$ cat src/rtl/deser_pkg.sv
// rtl/deser_pkg.sv - shared types, constants and width helper for the lane deserializer
package deser_pkg;

    typedef enum logic [1:0] {
        HUNT   = 2'd0,
        COUNT  = 2'd1,
        LOCKED = 2'd2
    } deser_state_t;

    localparam logic [7:0] COMMA_K28_5 = 8'hBC;

    function automatic int clog2(input int value);
        int r;
        r = 0;
        while ((1 << r) < value) begin
            r = r + 1;
        end
        return r;
    endfunction

endpackage

$ cat src/rtl/deser_shift_window.sv
// rtl/deser_shift_window.sv - serial shift register and the combinational WIDTH-bit window
module deser_shift_window #(
    parameter int WIDTH     = 8,
    parameter bit MSB_FIRST = 1'b1
) (
    input  logic             clk,
    input  logic             reset_L,
    input  logic             data_in,
    output logic [WIDTH-1:0] window
);

    logic [WIDTH-1:0] sr;

    // The window already contains the bit on data_in, so it equals the next shift-reg value.
    generate
        if (MSB_FIRST) begin : g_msb_first
            assign window = {sr[WIDTH-2:0], data_in};
        end else begin : g_lsb_first
            assign window = {data_in, sr[WIDTH-1:1]};
        end
    endgenerate

    always_ff @(posedge clk or negedge reset_L) begin
        if (!reset_L) begin
            sr <= '0;
        end else begin
            sr <= window;
        end
    end

endmodule

$ cat src/rtl/deser_comma_align.sv
// rtl/deser_comma_align.sv - deserializer with comma alignment hunt, lock and loss-of-sync tracking
module deser_comma_align
    import deser_pkg::*;
#(
    parameter int               WIDTH     = 8,
    parameter logic [WIDTH-1:0] COMMA     = WIDTH'(COMMA_K28_5),
    parameter int               LOCK_CNT  = 4,
    parameter int               MAX_RUN   = 16,
    parameter bit               MSB_FIRST = 1'b1
) (
    input  logic             clk,
    input  logic             reset_L,
    input  logic             data_in,
    output logic [WIDTH-1:0] data_out,
    output logic             valid_out,
    output logic             word_stb,
    output logic             active,
    output logic             sync_err
);

    localparam int BIT_W = (clog2(WIDTH) < 1) ? 1 : clog2(WIDTH);
    localparam int CC_W  = (clog2(LOCK_CNT + 1) < 1) ? 1 : clog2(LOCK_CNT + 1);
    localparam int RUN_W = (clog2(MAX_RUN + 1) < 1) ? 1 : clog2(MAX_RUN + 1);

    localparam logic [BIT_W-1:0] BIT_LAST = BIT_W'(WIDTH - 1);
    localparam logic [CC_W-1:0]  CC_LOCK  = CC_W'(LOCK_CNT);
    // With the run check disabled the run counter just parks at all-ones.
    localparam logic [RUN_W-1:0] RUN_SAT  = (MAX_RUN == 0) ? {RUN_W{1'b1}} : RUN_W'(MAX_RUN);

    deser_state_t     state, state_nxt;
    logic [BIT_W-1:0] bit_cnt, bit_cnt_nxt;
    logic [CC_W-1:0]  comma_cnt, comma_cnt_nxt, comma_inc;
    logic [RUN_W-1:0] run_cnt, run_cnt_nxt, run_inc;
    logic [WIDTH-1:0] data_out_nxt;
    logic             valid_nxt, stb_nxt, active_nxt, sync_err_nxt;

    logic [WIDTH-1:0] window;
    logic             boundary;
    logic             is_comma;

    deser_shift_window #(
        .WIDTH     (WIDTH),
        .MSB_FIRST (MSB_FIRST)
    ) u_window (
        .clk     (clk),
        .reset_L (reset_L),
        .data_in (data_in),
        .window  (window)
    );

    assign boundary  = (bit_cnt == BIT_LAST);
    assign is_comma  = (window == COMMA);
    assign comma_inc = (comma_cnt == CC_LOCK) ? comma_cnt : comma_cnt + CC_W'(1);
    assign run_inc   = (run_cnt == RUN_SAT) ? run_cnt : run_cnt + RUN_W'(1);

    always_comb begin
        state_nxt     = state;
        bit_cnt_nxt   = boundary ? '0 : bit_cnt + BIT_W'(1);
        comma_cnt_nxt = comma_cnt;
        run_cnt_nxt   = run_cnt;
        data_out_nxt  = data_out;
        valid_nxt     = valid_out;
        stb_nxt       = 1'b0;
        active_nxt    = active;
        sync_err_nxt  = 1'b0;

        case (state)
            HUNT: begin
                valid_nxt  = 1'b0;
                active_nxt = 1'b0;
                // A match here defines the word phase: next boundary is WIDTH bits on.
                if (is_comma) begin
                    bit_cnt_nxt   = '0;
                    comma_cnt_nxt = CC_W'(1);
                    if (LOCK_CNT == 1) begin
                        state_nxt   = LOCKED;
                        run_cnt_nxt = '0;
                        active_nxt  = 1'b1;
                    end else begin
                        state_nxt = COUNT;
                    end
                end
            end

            COUNT: begin
                valid_nxt = 1'b0;
                if (boundary) begin
                    stb_nxt = 1'b1;
                    if (is_comma) begin
                        comma_cnt_nxt = comma_inc;
                        if (comma_inc == CC_LOCK) begin
                            state_nxt   = LOCKED;
                            run_cnt_nxt = '0;
                            active_nxt  = 1'b1;
                        end
                    end else begin
                        comma_cnt_nxt = '0;
                        state_nxt     = HUNT;
                    end
                end
            end

            LOCKED: begin
                active_nxt = 1'b1;
                if (boundary) begin
                    stb_nxt      = 1'b1;
                    data_out_nxt = window;
                    if (is_comma) begin
                        run_cnt_nxt = '0;
                        valid_nxt   = 1'b0;
                    end else begin
                        run_cnt_nxt = run_inc;
                        valid_nxt   = 1'b1;
                        if ((MAX_RUN != 0) && (run_inc == RUN_SAT)) begin
                            sync_err_nxt  = 1'b1;
                            valid_nxt     = 1'b0;
                            active_nxt    = 1'b0;
                            comma_cnt_nxt = '0;
                            state_nxt     = HUNT;
                        end
                    end
                end
            end

            default: begin
                state_nxt  = HUNT;
                valid_nxt  = 1'b0;
                active_nxt = 1'b0;
            end
        endcase
    end

    always_ff @(posedge clk or negedge reset_L) begin
        if (!reset_L) begin
            state     <= HUNT;
            bit_cnt   <= '0;
            comma_cnt <= '0;
            run_cnt   <= '0;
            data_out  <= '0;
            valid_out <= 1'b0;
            word_stb  <= 1'b0;
            active    <= 1'b0;
            sync_err  <= 1'b0;
        end else begin
            state     <= state_nxt;
            bit_cnt   <= bit_cnt_nxt;
            comma_cnt <= comma_cnt_nxt;
            run_cnt   <= run_cnt_nxt;
            data_out  <= data_out_nxt;
            valid_out <= valid_nxt;
            word_stb  <= stb_nxt;
            active    <= active_nxt;
            sync_err  <= sync_err_nxt;
        end
    end

endmodule

$ cat config.mk
export PLATFORM = sky130hd
export DESIGN_NAME = deser_comma_align
export DESIGN_NICKNAME = d
export VERILOG_FILES = /design/src/rtl/deser_pkg.sv /design/src/rtl/deser_shift_window.sv /design/src/rtl/deser_comma_align.sv
export SDC_FILE = /design/constraint.sdc
export NUM_CORES = 1
export LEC_CHECK = 0
export ABC_AREA = 1
export BUFFER_PORTS_ARGS = -buffer_cell sky130_fd_sc_hd__buf_2
export CAP_MARGIN = 20
export CORE_MARGIN = 5
export CORE_UTILIZATION = 58
export DETAILED_ROUTE_END_ITERATION = 8
export GPL_TIMING_DRIVEN = 0
export PLACE_DENSITY = 0.78
export SLEW_MARGIN = 5
export SYNTH_ARGS = -nofsm -noshare
export SYNTH_HDL_FRONTEND = slang
export SYNTH_SLANG_ARGS = --single-unit
$ cat constraint.sdc
create_clock -name clk -period 2.15 [get_ports clk]
set_clock_uncertainty 0.15 [all_clocks]
set_input_delay 0.1075 -clock clk [delete_from_list [all_inputs] [get_ports clk]]
set_output_delay 0.1075 -clock clk [all_outputs]
set_load 0.02 [all_outputs]
Word-level counts from Yosys, hierarchy flattened
Cells that the tools add are included.
- register bits after elaboration: 32
- bits in latches: 0
- bits in writable memories: 0
- memory bits (read-only): 0
- bits of input ports: 3
- output and inout bits: 12
- word-level logic and storage cells: 80
- memories kept: 0
- add/sub/neg operators: 3
- $mul: 0
- divide/modulo/power cells: 0
- $lt $le $gt $ge: 0
- equal/unequal tests: 16
- shift operators: 0
- multiplexer cells: 42
- bitwise logic cells: 0
- reduce and logical (&&, ||, !) cells: 9
- operators by type and width (operator ; number):
    3-bit two-way mux ; 10
    5-bit two-way mux ; 6
    1-bit two-way mux ; 15
    2-bit two-way mux ; 7
    2-bit inequality test, second input constant ; 7
    6-bit AND reduction ; 2
    5-bit == test, second input constant ; 2
    5-bit case mux with 2 select lines ; 1
    3-bit == test, second input constant ; 3
    3-bit case mux with 3 select lines ; 1
    8-bit == test, second input constant ; 1
    3-bit by 1-bit adder with 3-bit output, second input constant ; 2
    2-bit case mux with 3 select lines ; 1
    5-bit by 1-bit adder with 5-bit output, second input constant ; 1
    5-bit AND reduction ; 1
    3-bit inequality test, second input constant ; 1
    3-bit AND reduction ; 1
    3-bit nonzero test ; 1
    2-bit by 1-bit == test with 1-bit output, second input constant ; 1
    2-bit == test, second input constant ; 1
    2-bit logical NOT ; 1
    1-bit case mux with 2 select lines ; 1
    2-bit AND reduction ; 1
    2-bit nonzero test ; 1
    2-bit OR reduction ; 1

Logic depth before layout (Yosys ltp)
Gate-level depths: netlist (run 1).
- word-level depth: 7
- depth in mapped cells: 13
- mapped depth without buffers: 13

Modules after synthesis
From an unflattened synthesis (run 1), not the netlist that was laid out.
- cell total of the unflattened synthesis: 195
- area total of the unflattened synthesis: 1722.9 um^2
- by module, submodules not included (module ; instances ; cells an instance ; area each (um^2) ; sequential area each (um^2)):
    deser_comma_align ; 1 ; 187 ; 1540.2 ; 625.6
    deser_shift_window ; 1 ; 8 ; 182.7 ; 175.2

Worst setup path after synthesis (run 1)
No wires, ideal clock.
- path type: reg2reg
- from: reg bit_cnt[0]
- to: reg data_out[0]
- library setup time: 125 ps
- data arrival time: 1436 ps
- required time: 1875 ps
- path slack: 439 ps
- cell stages (with the launch flop): 6
- buffers on the path: 1
- clock period less this slack: 1711 ps
- cell sequence: dfrtp_1 -> ha_1 -> ha_1 -> buf_2 -> nand2_1 -> mux2_2
- word-level cells in the longest chain between the ends: 2
- ends and longest elaborated chain (what ; line ; RTL):
    start, declared ; deser_comma_align.sv:31 ; logic [BIT_W-1:0] bit_cnt, bit_cnt_nxt;
    start signal, assigned ; deser_comma_align.sv:146 ; bit_cnt <= bit_cnt_nxt;
    3-bit == test ; deser_comma_align.sv:51 ; assign boundary = (bit_cnt == BIT_LAST);
    2-bit AND reduction (no source line) ; - ;
    end signal, assigned ; deser_comma_align.sv:149 ; data_out <= data_out_nxt;
    end, declared ; deser_comma_align.sv:14 ; output logic [WIDTH-1:0] data_out,
Every way passes these cells.
A chain may end at the register's enable or synchronous reset.

Worst setup path in the final report (run 1)
Ends and elaborated chain as after synthesis.

==> results of run 1 <==
[stage by stage]
stage | instances | utilization, % | cell area (µm²)
after floorplan | 194 | - | 1682
after global placement | 239 | 64.93 | 1790
after detailed placement | 239 | 64.93 | 1790
after CTS | 249 | 67.92 | 1873
after global routing | 249 | 67.92 | 1873
final | 249 | 67.92 | 1873
[power groups by stage]
stage / logic, W / clock network, W / registers (W)
3_3_place_gp: 0.000365 / 0 / 0.000701
5_1_grt: 0.000457 / 0.000400 / 0.000700
6_report: 0.000398 / 0.000355 / 0.000694
3_5_place_dp: 0.000379 / 0 / 0.000703
2_1_floorplan: 0.000301 / 0 / 0.000700
4_1_cts: 0.000398 / 0.000363 / 0.000695
[final timing paths]
check                          startpoint             end  slack [ns]  cells after the start
hold / removal                    reset_L     data_out[4]        0.20                      2
min in group clk           u_window.sr[0]  u_window.sr[1]        0.27                      0
hold reg to reg            u_window.sr[0]  u_window.sr[1]        0.27                      0
setup reg to reg               bit_cnt[0]     data_out[0]        0.25                      5
setup / recovery               bit_cnt[0]     data_out[0]        0.25                      5
max in group asynchronous         reset_L    comma_cnt[0]        1.21                      2
[placed cells by master (no fill, tap or decap), types with 2 or more instances in the layout]
master and count:
nand2_1 52, dfrtp_1 32, inv_1 28, nor2_1 15
buf_2 15, nand3_1 14, ha_1 10, nand4_1 7
mux2_2 6, o21ai_1 6, o21ai_0 5, clkbuf_4 5
nand2_2 3, nand3_2 3, nor2_4 2, nor3_1 2
clkbuf_8 2, dlygate4sd3_1 2
[state kept, by name, indices dropped and copies added (netlist names)]
name	flops
active	1
data_out	8
run_cnt	5
word_stb	1
u_window.sr	7
sync_err	1
valid_out	1
comma_cnt	3
bit_cnt	3
state	2
[final cells by class]
type	count	area (µm²)	share of cell area, %
clock inverters	1	7.507	0.4008
well taps	31	38.79	2.071
inverters	28	105.1	5.611
plain buffers	2	18.77	1.002
multi-input cells	132	757.0	40.41
flip-flops and latches	32	800.8	42.75
clock buffers	7	55.05	2.939
repair buffers	16	90.09	4.810
[routing by layer]
metal  vias to the layer above  GRT usage, %  routed length, µm
met1                       602         21.36               1418
met2                        23         29.40               1514
met4                         0         5.974                 44
li1                        668             -                  -
met5                         -             0                  0
met3                         6         4.729                106
[cell families after synthesis]
logic type | after synthesis | synth area share, %
compound gates | 13 | 3.943
mux | 6 | 4.018
xor+xnor | 1 | 0.5209
buf+inv | 30 | 7.366
flops | 32 | 47.62
simple gates | 102 | 29.09
fa+ha+maj | 10 | 7.440
[worst max-delay path: cells and delay by family (launching register included)]
kind | cells | cell delay [ns]
DFF | 1 | 0.41
adders and majority gates | 2 | 0.40
muxes | 1 | 0.38
and+or+nand+nor | 1 | 0.29
buffers and inverters | 1 | 0.16
[synthesized netlist by cell type, drive strengths merged]
library cell and count:
nand4 7, a31oi 1, nand2 56, ha 10, dfrtp 32, inv 28
clkbuf 1, nor2 18, and2 1, a21oi 1, mux2 6, buf 1
xor2 1, o21ai 11, nand3 18, nor3 2
[timing repair]
action                                 in CTS  in global routing
setup endpoints to repair                   0                  0
hold buffers                                2                  0
endpoints found under the hold margin      34                  0
==> results.ini, run 1 <==
[finish]
fin_nets = 230
drive_above_1_share_pct = 18.81
fill_cells = 232
antenna_cells = 0
area_growth_pct = 11.38

[timing]
hold_slack_ns = 0.1997
totalNegativeSetupSlack_ns = 0
hold_viol_final = 0
finalSetupViolCount = 0
period_needed_ns = 1.895
tightest_slew_ns = 0.6830
timing.final.max_slew_violations = 0
rsz0062_at_grt = no
max_freq_ghz = 0.5276
fin_crit_sh_pct = 88.15
fin_ws_ns = 0.2547
slew_headroom_pct = 54.47

[cts]
clockRootBuffer = clkbuf_4
clk_latency_ns = 0.32
cts_resized = 0
cts.reportedPaths.clkPinSlew_ns = 0.10
htreeDepth = 2
cts.sinks = 32
cts_tree = yes
cts-buffers-inserted = 5
cts_setup_buffers = 0
clk_path_buf_depth = 2

[yosys]
yosysSeqAreaShare_pct = 47.62
syn-num-nets = 207
synthCells = 194
ys_ff_latch = 32
yosys.area.top_type = dfrtp_1
synth_top_area_share_pct = 47.62
synth_cell_types = 23
yosysWarnings = 0
synth_top_cells_by_area = dfrtp_1, nand2_1, ha_1
syn_area_per_cell_um2 = 8.668
synth_area_um2 = 1682

[setup_path]
path_cells = ha_1 -> ha_1 -> buf_2 -> nand2_1 -> mux2_2
cpMostUsedCell = ha_1
critical_path_arrival_ns = 1.96
end_kind = flip-flop
worstSetupPathType = flip-flop to flip-flop
slowest_delay_ns = 0.41
slowest_stage = dfrtp_1
crit_path_start_kind = flip-flop
crit_path_max_fanout = 10
worstPathRequired_ns = 2.22

[global_route]
grt_max_degree = 33
antenna_found_initial = 0
grt_pass1_wl_um = 5720
grt_overflow = 0
grt_pass1_vias = 1331
grt_usage_pct = 17.40

[power]
finalPower_w = 0.001447
pwr-share-comb_pct = 27.5
p_int_w = 0.0009533
p_leak_nw = 0.9734
p_switching_w = 0.0004934
swShare_pct = 34.10
powerDensity_nw_per_um2 = 772.4
p_seq_share_pct = 48.0
peakVddDrop_mv = 0.7276
clkPwrFrac_pct = 24.5

[detailed_routing]
drt_wl_total_um = 3083
via_count = 1299
drtIter0Drc = 67
antenna_left = 0
route.detailed.drc = 0
post_drt_via_cell_ratio = 5.217
firstDrtPassIters = 4
routedWlPerCell_um = 12.38

[floorplanning]
io_pins = 15
die_y_um = 63.85
row_count = 19
die_width_um = 63.85
design.die.area_um2 = 4076
core_area_um2 = 2758
start_util_pct = 60.98

[placed_design]
gp_congestion = 0.8786
port_buffers = 14
detailed_place_hpwl_um = 2280
place_ws_ns = 0.2841

[status]
outcome = finished, final reports clean

[hold_path]
hp-class = input pin to async pin

[run]
maxCapViolCount = 0

(Power assumes the default switching activity.)
==> run 2, diff against run 1 <==
--- a/config.mk
+++ b/config.mk
@@ -5,14 +5,13 @@
 export SDC_FILE = /design/constraint.sdc
 export NUM_CORES = 1
 export LEC_CHECK = 0
-export ABC_AREA = 1
 export BUFFER_PORTS_ARGS = -buffer_cell sky130_fd_sc_hd__buf_2
 export CAP_MARGIN = 20
 export CORE_MARGIN = 5
-export CORE_UTILIZATION = 58
+export CORE_UTILIZATION = 57
 export DETAILED_ROUTE_END_ITERATION = 8
 export GPL_TIMING_DRIVEN = 0
-export PLACE_DENSITY = 0.78
+export PLACE_DENSITY = 0.77
 export SLEW_MARGIN = 5
 export SYNTH_ARGS = -nofsm -noshare
 export SYNTH_HDL_FRONTEND = slang
==> run 2 against run 1 <==
The run now ends with setup timing left. Register-to-register slack worse by 0.49 ns. Flip-flop and latch count stayed put. Utilization is 3.7 points higher. Global-route usage is 0.13 points higher. Via count is 6.2% lower. Area after synthesis is 6.3% lower. Worst hold slack worse by 0.0084 ns. Highest routed layer unchanged.
==> results.ini, run 2 <==
[global_route]
grt_usage_pct = 17.54  ; +0.13 points
globalRouteMet3Util_pct = 5.576  ; +0.85 points
use_met2_pct = 29.02  ; -0.38 points
grt_use_met1_pct = 20.74  ; -0.62 points
busiest_layer = met2
grt_max_degree = 33  ; unchanged
antenna_found_initial = 0  ; unchanged
grt_overflow = 0  ; unchanged
grt_pass1_vias = 1205  ; -9.5%
grt_pass1_wl_um = 5485  ; -4.1%

[power]
peakVddDrop_mv = 0.6923  ; -4.8%
powerDensity_nw_per_um2 = 941.5  ; +22%
p_leak_nw = 0.8927  ; -8.3%

[timing]
finalSetupViolCount = 9  ; +9
fin_ws_ns = -0.2336  ; -0.4883 ns
tightest_slew_ns = 0.6928  ; +0.009880 ns
slew_headroom_pct = 53.81  ; -0.66 points
timing.final.max_slew_violations = 0  ; unchanged
hold_viol_final = 0  ; unchanged
rsz0062_at_grt = yes
hold_slack_ns = 0.1913  ; -0.008354 ns
max_freq_ghz = 0.4195  ; -20%
totalNegativeSetupSlack_ns = -0.8611  ; -0.8611 ns
period_needed_ns = 2.384  ; +0.4883 ns
fin_crit_sh_pct = 110.9  ; +23 points

[setup_path]
slowest_delay_ns = 0.42  ; about the same
worstPathRequired_ns = 2.26  ; +0.04 ns
critPathTopFamily = simple AND/OR/NAND/NOR gates
critical_path_arrival_ns = 2.50  ; +0.54 ns
path_cells = inv_2 -> ha_4 -> or3b_4 -> a311oi_4 -> nand3_2 -> a21bo_4 -> or4_4 -> o211ai_2
crit_buf_inv = 1  ; unchanged
r2r_slack_ns = -0.23  ; -0.49 ns
end_kind = flip-flop
worstSetupPathType = flip-flop to flip-flop
crit_path_max_fanout = 4  ; -6
slowest_stage = dfrtp_1
crit_path_start_kind = flip-flop

[detailed_routing]
drtIter0Drc = 74  ; +10%
firstDrtPassIters = 4  ; unchanged
antenna_left = 0  ; unchanged
via_count = 1219  ; -6.2%
route.detailed.drc = 0  ; unchanged
routedWlPerCell_um = 16.46  ; +33%
drt_wl_total_um = 3391  ; +10%
post_drt_via_cell_ratio = 5.917  ; +13%

[floorplanning]
row_count = 19  ; unchanged
io_pins = 15  ; unchanged
die_width_um = 62.57  ; -2.0%
die_y_um = 62.57  ; -2.0%
start_util_pct = 58.13  ; -2.9 points
core_area_um2 = 2710  ; -1.7%
design.die.area_um2 = 3915  ; -4.0%

[yosys]
yosysWarnings = 0  ; unchanged
ys_ff_latch = 32  ; unchanged
synth_area_um2 = 1575  ; -6.3%
synth_most_common_cell = dfrtp_1
synth_top_area_share_pct = 50.83  ; +3.2 points
syn_area_per_cell_um2 = 11.17  ; +29%
yosysSeqAreaShare_pct = 50.83  ; +3.2 points
yosys.area.top_type = dfrtp_1
synth-main-ff-cell = dfrtp_1
synth_commonest_cells = dfrtp_1, nand2_1, ha_1, mux2_2, o21ai_0
syn-num-nets = 154  ; -26%
synth_top_cells_by_area = dfrtp_1, ha_1, mux2_2
synth_cell_types = 38  ; +65%
synthCells = 141  ; -27%
async_flop_share_pct = 100.0  ; unchanged
synth_edf_count = 0  ; unchanged

[finish]
post-route-util_pct = 71.61  ; +3.7 points
largest_register_ffs = 8  ; unchanged
top_regs = data_out: 8 flops, u_window.sr: 7 flops, run_cnt: 5 flops
fill_cells = 192  ; -17%
antenna_cells = 0  ; unchanged
drive_above_1_share_pct = 38.29  ; +19 points
final_cell_mix = dfrtp_1, nand2_1, buf_2, buf_4, mux2_2
final_common_cell = dfrtp_1
largest-register = data_out
area_growth_pct = 23.19
fin_nets = 187  ; -19%
fin_cells = 206  ; -17%

[cts]
cts-buffers-inserted = 5  ; unchanged
htreeDepth = 2  ; unchanged
cts.sinks = 32  ; unchanged
clockRootBuffer = clkbuf_4
cts_tree = yes
clk_latency_ns = 0.34  ; +0.02 ns
clk_path_buf_depth = 2  ; unchanged
cts.reportedPaths.clkPinSlew_ns = 0.11  ; about the same

[hold_path]
hp-class = input pin to async pin

[placed_design]
detailed_place_hpwl_um = 2109  ; -7.5%
gp_congestion = 0.9049  ; +3.0%
place_inst = 186  ; -22%
port_buffers = 14  ; unchanged
place_ws_ns = -0.4577  ; -0.7418 ns

[status]
violations = setup timing
outcome = complete, but fails checks

[run]
maxCapViolCount = 0  ; unchanged

## run 2: changes by cell type in the layout (fill, tap and decap cells not counted), moves of 4 or more
cell | previous run | this run
mux2_2 | 6 | 10
nor2_1 | 15 | 6
inv_1 | 28 | 5
nand4_1 | 7 | 1
buf_4 | 0 | 11
nand2_1 | 52 | 14
nand3_1 | 14 | 5
## run 2: worst paths after layout
kind,cells after the start,endpoint,startpoint
min reg2reg,0,u_window.sr[5],u_window.sr[4]
max reg2reg,8,run_cnt[4],comma_cnt[0]
min,2,run_cnt[0],reset_L
min in group clk,0,u_window.sr[5],u_window.sr[4]
max in group asynchronous,2,comma_cnt[1],reset_L
max,8,run_cnt[4],comma_cnt[0]
## run 2: cell families (layout without fill, tap and decap cells)
family                   count (synthesis)  after routing  share of synthesized area (%)
XOR/XNOR                                 1              1                         0.5561
multiplexers                            12             12                          8.420
AO/OA/AOI/OAI                           25             25                          11.52
AND/OR/NAND/NOR                         51             51                          18.35
buffers and inverters                   10             44                          2.383
adder cells (fa/ha/maj)                 10             10                          7.943
flip-flops                              32             32                          50.83
## run 2: power by group
group | internal, W | switching, W | total (W)
Combinational | 0.000326 | 0.000370 | 0.000697
Sequential | 0.000710 | 0.0000660 | 0.000776
Clock | 0.000128 | 0.000226 | 0.000354
Total | 0.00116 | 0.000662 | 0.00183
## run 2: layer usage
| layer | vias up | routed length (µm) |
|---|---|---|
| li1 | 572 | - |
| met1 | 608 | 1385 |
| met2 | 32 | 1774 |
| met3 | 7 | 165 |
| met4 | 0 | 65 |
| met5 | - | 0 |
## run 2: cell type report
cell class                 instances  area, µm²  area share, %
tap                               31      38.79          1.999
buffer                             1      3.754         0.1934
clock buffer                       5      37.54          1.934
sequential                        32      800.8          41.26
inverter                           7      26.28          1.354
timing repair buffer              28      183.9          9.478
multi-input combinational         99      825.8          42.55
clock inverter                     3      23.77          1.225
## run 2: per-stage QoR
| step | area (µm²) | power, W |
|---|---|---|
| 6_report | 1941 | 0.001827 |
| 5_1_grt | 1941 | 0.001945 |
| 4_1_cts | 1852 | 0.001745 |
| 3_5_place_dp | 1689 | 0.001312 |
| 3_3_place_gp | 1689 | 0.001286 |
| 2_1_floorplan | 1580 | 0.001155 |
## run 2: what timing repair did
| item | CTS | global route |
|---|---|---|
| resized for setup | 13 | 12 |
| endpoints found under the hold margin | 34 | 0 |
| pin swaps | 8 | 11 |
| setup endpoints to repair | 11 | 12 |
| hold buffers | 2 | 0 |
| buffers inserted | 7 | 5 |
## run 2: worst register-to-register path, stage by stage, from the launching register on
cell and delay, ns:
dfrtp_1 0.42, inv_2 0.07, ha_4 0.17, or3b_4 0.40
a311oi_4 0.25, nand3_2 0.11, a21bo_4 0.24, or4_4 0.42
o211ai_2 0.08
==> run 3, diff against run 2 <==
--- a/config.mk
+++ b/config.mk
@@ -8,11 +8,12 @@
 export BUFFER_PORTS_ARGS = -buffer_cell sky130_fd_sc_hd__buf_2
 export CAP_MARGIN = 20
 export CORE_MARGIN = 5
-export CORE_UTILIZATION = 57
+export CORE_UTILIZATION = 58
 export DETAILED_ROUTE_END_ITERATION = 8
 export GPL_TIMING_DRIVEN = 0
-export PLACE_DENSITY = 0.77
+export PLACE_DENSITY = 0.78
 export SLEW_MARGIN = 5
 export SYNTH_ARGS = -nofsm -noshare
 export SYNTH_HDL_FRONTEND = slang
+export SYNTH_HIERARCHICAL = 1
 export SYNTH_SLANG_ARGS = --single-unit
==> run 3 against run 2 <==
The run still ends with setup timing left. Utilization up 4.7 points. Cell count rose by 1.9%. Clock power rose by 24%. Total power up 8.8%. Sequential share of layout area shrank 2.5 points. First-iteration DRC count is 5.4% lower. Area after synthesis grew 2.0%. Global-route usage rose by 0.40 points. Combinational power up 11%. Clock-buffer cell count grew 1. Worst hold slack worse by 0.086 ns. Flip-flop and latch count stayed put. Largest cell class unchanged.
==> results.ini, run 3 <==
[cts]
cts_tree = yes
clockRootBuffer = clkbuf_4
clk_latency_ns = 0.32  ; -0.02 ns
cts-buffers-inserted = 5  ; unchanged
cts.reportedPaths.clkPinSlew_ns = 0.10  ; about the same
htreeDepth = 2  ; unchanged
cts.sinks = 32  ; unchanged
clk_path_buf_depth = 2  ; unchanged

[timing]
tightest_slew_ns = 0.6790  ; -0.01387 ns
hold_slack_ns = 0.1057  ; -0.08561 ns
rsz0062_at_grt = yes
fin_ws_ns = -0.02787  ; +0.2058 ns
period_needed_ns = 2.178  ; -0.2058 ns
fin_crit_sh_pct = 101.3  ; -9.6 points
slew_headroom_pct = 54.74  ; +0.92 points
timing.final.max_slew_violations = 0  ; unchanged
finalSetupViolCount = 2  ; -7
max_freq_ghz = 0.4592  ; +9.4%
hold_viol_final = 0  ; unchanged

[setup_path]
cp-startpoint = u_window/sr[5]
slowest_delay_ns = 0.52  ; +0.10 ns
end_kind = flip-flop
ff2ff_path_depth = 6  ; -2
reg2reg_to = comma_cnt[2]
r2r_slack_ns = -0.03  ; +0.21 ns
crit_path_start_kind = flip-flop
crit_end = comma_cnt[2]
critical_path_arrival_ns = 2.25  ; -0.25 ns
crit_path_max_fanout = 4  ; unchanged
slowest_stage = or4_4
path_cells = nand2b_4 -> or4_4 -> a221oi_4 -> buf_6 -> nand3b_4 -> mux2_4
r2r-start = u_window/sr[5]
worstPathRequired_ns = 2.22  ; -0.04 ns
worstSetupPathType = flip-flop to flip-flop

[yosys]
yosysSeqAreaShare_pct = 49.84  ; -0.99 points
ys_ff_latch = 32  ; unchanged
syn-num-nets = 154  ; unchanged
synth_most_common_cell = dfrtp_1
synth_cell_types = 44  ; +16%
synth-main-ff-cell = dfrtp_1
async_flop_share_pct = 100.0  ; unchanged
yosys.area.top_type = dfrtp_1
synthCells = 141  ; unchanged
synth_edf_count = 0  ; unchanged
synth_commonest_cells = dfrtp_1, nand2_1, ha_1, mux2_2, inv_1
yosysWarnings = 6  ; +6
synth_area_um2 = 1607  ; +2.0%
synth_top_area_share_pct = 49.84  ; -0.99 points
synth_top_cells_by_area = dfrtp_1, ha_1, mux2_2
syn_area_per_cell_um2 = 11.39  ; +2.0%

[placed_design]
port_buffers = 14  ; unchanged
placed_cell_area_um2 = 1722  ; +1.9%
detailed_place_hpwl_um = 2201  ; +4.4%
place_ws_ns = -0.2603  ; +0.1973 ns
gp_congestion = 0.7974  ; -12%

[finish]
antenna_cells = 0  ; unchanged
drive_above_1_share_pct = 41.90  ; +3.6 points
largest-register = data_out
fill_cells = 173  ; -9.9%
top_regs = data_out: 8 flops, u_window/sr: 7 flops, run_cnt: 5 flops
final_common_cell = dfrtp_1
final_cell_mix = dfrtp_1, buf_4, buf_2, nand2_1, mux2_2
fin_nets = 191  ; +2.1%
largest_register_ffs = 8  ; unchanged
stdcell_area_um2 = 2067  ; +6.5%
area_growth_pct = 28.66

[detailed_routing]
drtIter0Drc = 70  ; -5.4%
post_drt_via_cell_ratio = 5.881  ; -0.62%
antenna_left = 0  ; unchanged
route.detailed.drc = 0  ; unchanged
firstDrtPassIters = 4  ; unchanged
via_count = 1235  ; +1.3%
routedWlPerCell_um = 15.88  ; -3.6%
drt_wl_total_um = 3334  ; -1.7%

[global_route]
grt_max_degree = 33  ; unchanged
grt_pass1_vias = 1256  ; +4.2%
grt_overflow = 0  ; unchanged
antenna_found_initial = 0  ; unchanged
grt_pass1_wl_um = 5651  ; +3.0%
grt_usage_pct = 17.94  ; +0.40 points

[status]
violations = setup timing
outcome = complete, but fails checks

[floorplanning]
design.die.area_um2 = 3923  ; +0.19%
die_y_um = 62.63  ; about the same
die_width_um = 62.63  ; about the same
io_pins = 15  ; unchanged
start_util_pct = 59.28  ; +1.2 points
core_area_um2 = 2710  ; unchanged
row_count = 19  ; unchanged

[power]
powerDensity_nw_per_um2 = 961.3  ; +2.1%
p_leak_nw = 0.9347  ; +4.7%
peakVddDrop_mv = 0.7958  ; +15%

[hold_path]
hp-class = input pin to flip-flop

[run]
maxCapViolCount = 0  ; unchanged

run 3: cell count changes after synthesis, moves of 2 or more:
cell      change
o21ai_0       -7
o21ai_1       +6
nand2_1       -4
o31ai_1       +4
a21boi_0      +2
and2_1        -2
and3_1        +2
mux2_2        -2
nand3_1       -2
run 3: routing by layer:
layer	GRT usage [%]	vias to the layer above	part of all wire, %
met4	7.958	0	2.3
met5	0	-	0
met3	4.856	8	3.2
met2	29.40	22	52
met1	21.97	623	42
li1	-	582	-
run 3: report_power, final:
part | switching [W] | leakage, nW | internal, W
clock | 0.000196 | 0.0422 | 0.000244
combinational | 0.000392 | 0.479 | 0.000381
sequential | 0.0000636 | 0.413 | 0.000711
run 3: metrics by stage:
step | instances | power [W] | setup TNS, ns | utilization (%)
floorplan | 141 | 0.001190 | -0.02563 | -
global placement | 186 | 0.001321 | -1.014 | 63.53
detailed placement | 186 | 0.001352 | -1.614 | 63.53
CTS | 208 | 0.001980 | -0.08225 | 73.08
global route | 210 | 0.002114 | -0.6420 | 76.27
finish | 210 | 0.001987 | -0.02955 | 76.27
run 3: layout make-up:
type	instances	area [µm²]	area share, %
buffer	1	7.507	0.3632
clock buffer	6	41.29	1.998
clock inverter	2	35.03	1.695
inverter	7	26.28	1.271
multi-input combinational	96	877.1	42.43
sequential	32	802.0	38.80
tap	31	38.79	1.877
timing repair buffer	35	239.0	11.56
run 3: worst min path at each step:
stage / startpoint / to / depth (start not counted)
3_3_place_gp: reset_L / data_out[4] / 1
4_1_cts: data_in / comma_cnt[1] / 5
6_report: data_in / comma_cnt[1] / 5
2_1_floorplan: reset_L / active / 0
3_5_place_dp: reset_L / data_out[5] / 1
5_1_grt: data_in / comma_cnt[1] / 5
run 3: cells by family (layout without fill, tap and decap cells):
group / count (synthesis) / after routing / share of synthesized area [%]
buf+inv: 13 / 51 / 3.738
simple gates: 45 / 45 / 16.28
compound gates: 28 / 28 / 13.32
flops: 32 / 32 / 49.84
xor+xnor: 1 / 1 / 0.5453
mux: 12 / 12 / 8.489
fa+ha+maj: 10 / 10 / 7.788
run 3: critical path, delay by kind of cell (launching register included):
family / cells / cell delay (ns)
buf+inv: 1 / 0.15
compound gates: 1 / 0.32
simple gates: 3 / 0.76
flops: 1 / 0.39
mux: 1 / 0.30
run 3: repair_timing:
action,in CTS,in global routing
hold buffers,3,0
hold endpoints to repair,34,0
setup endpoints to repair,8,12
pin swaps,10,10
resized for setup,13,12
buffers inserted,15,3
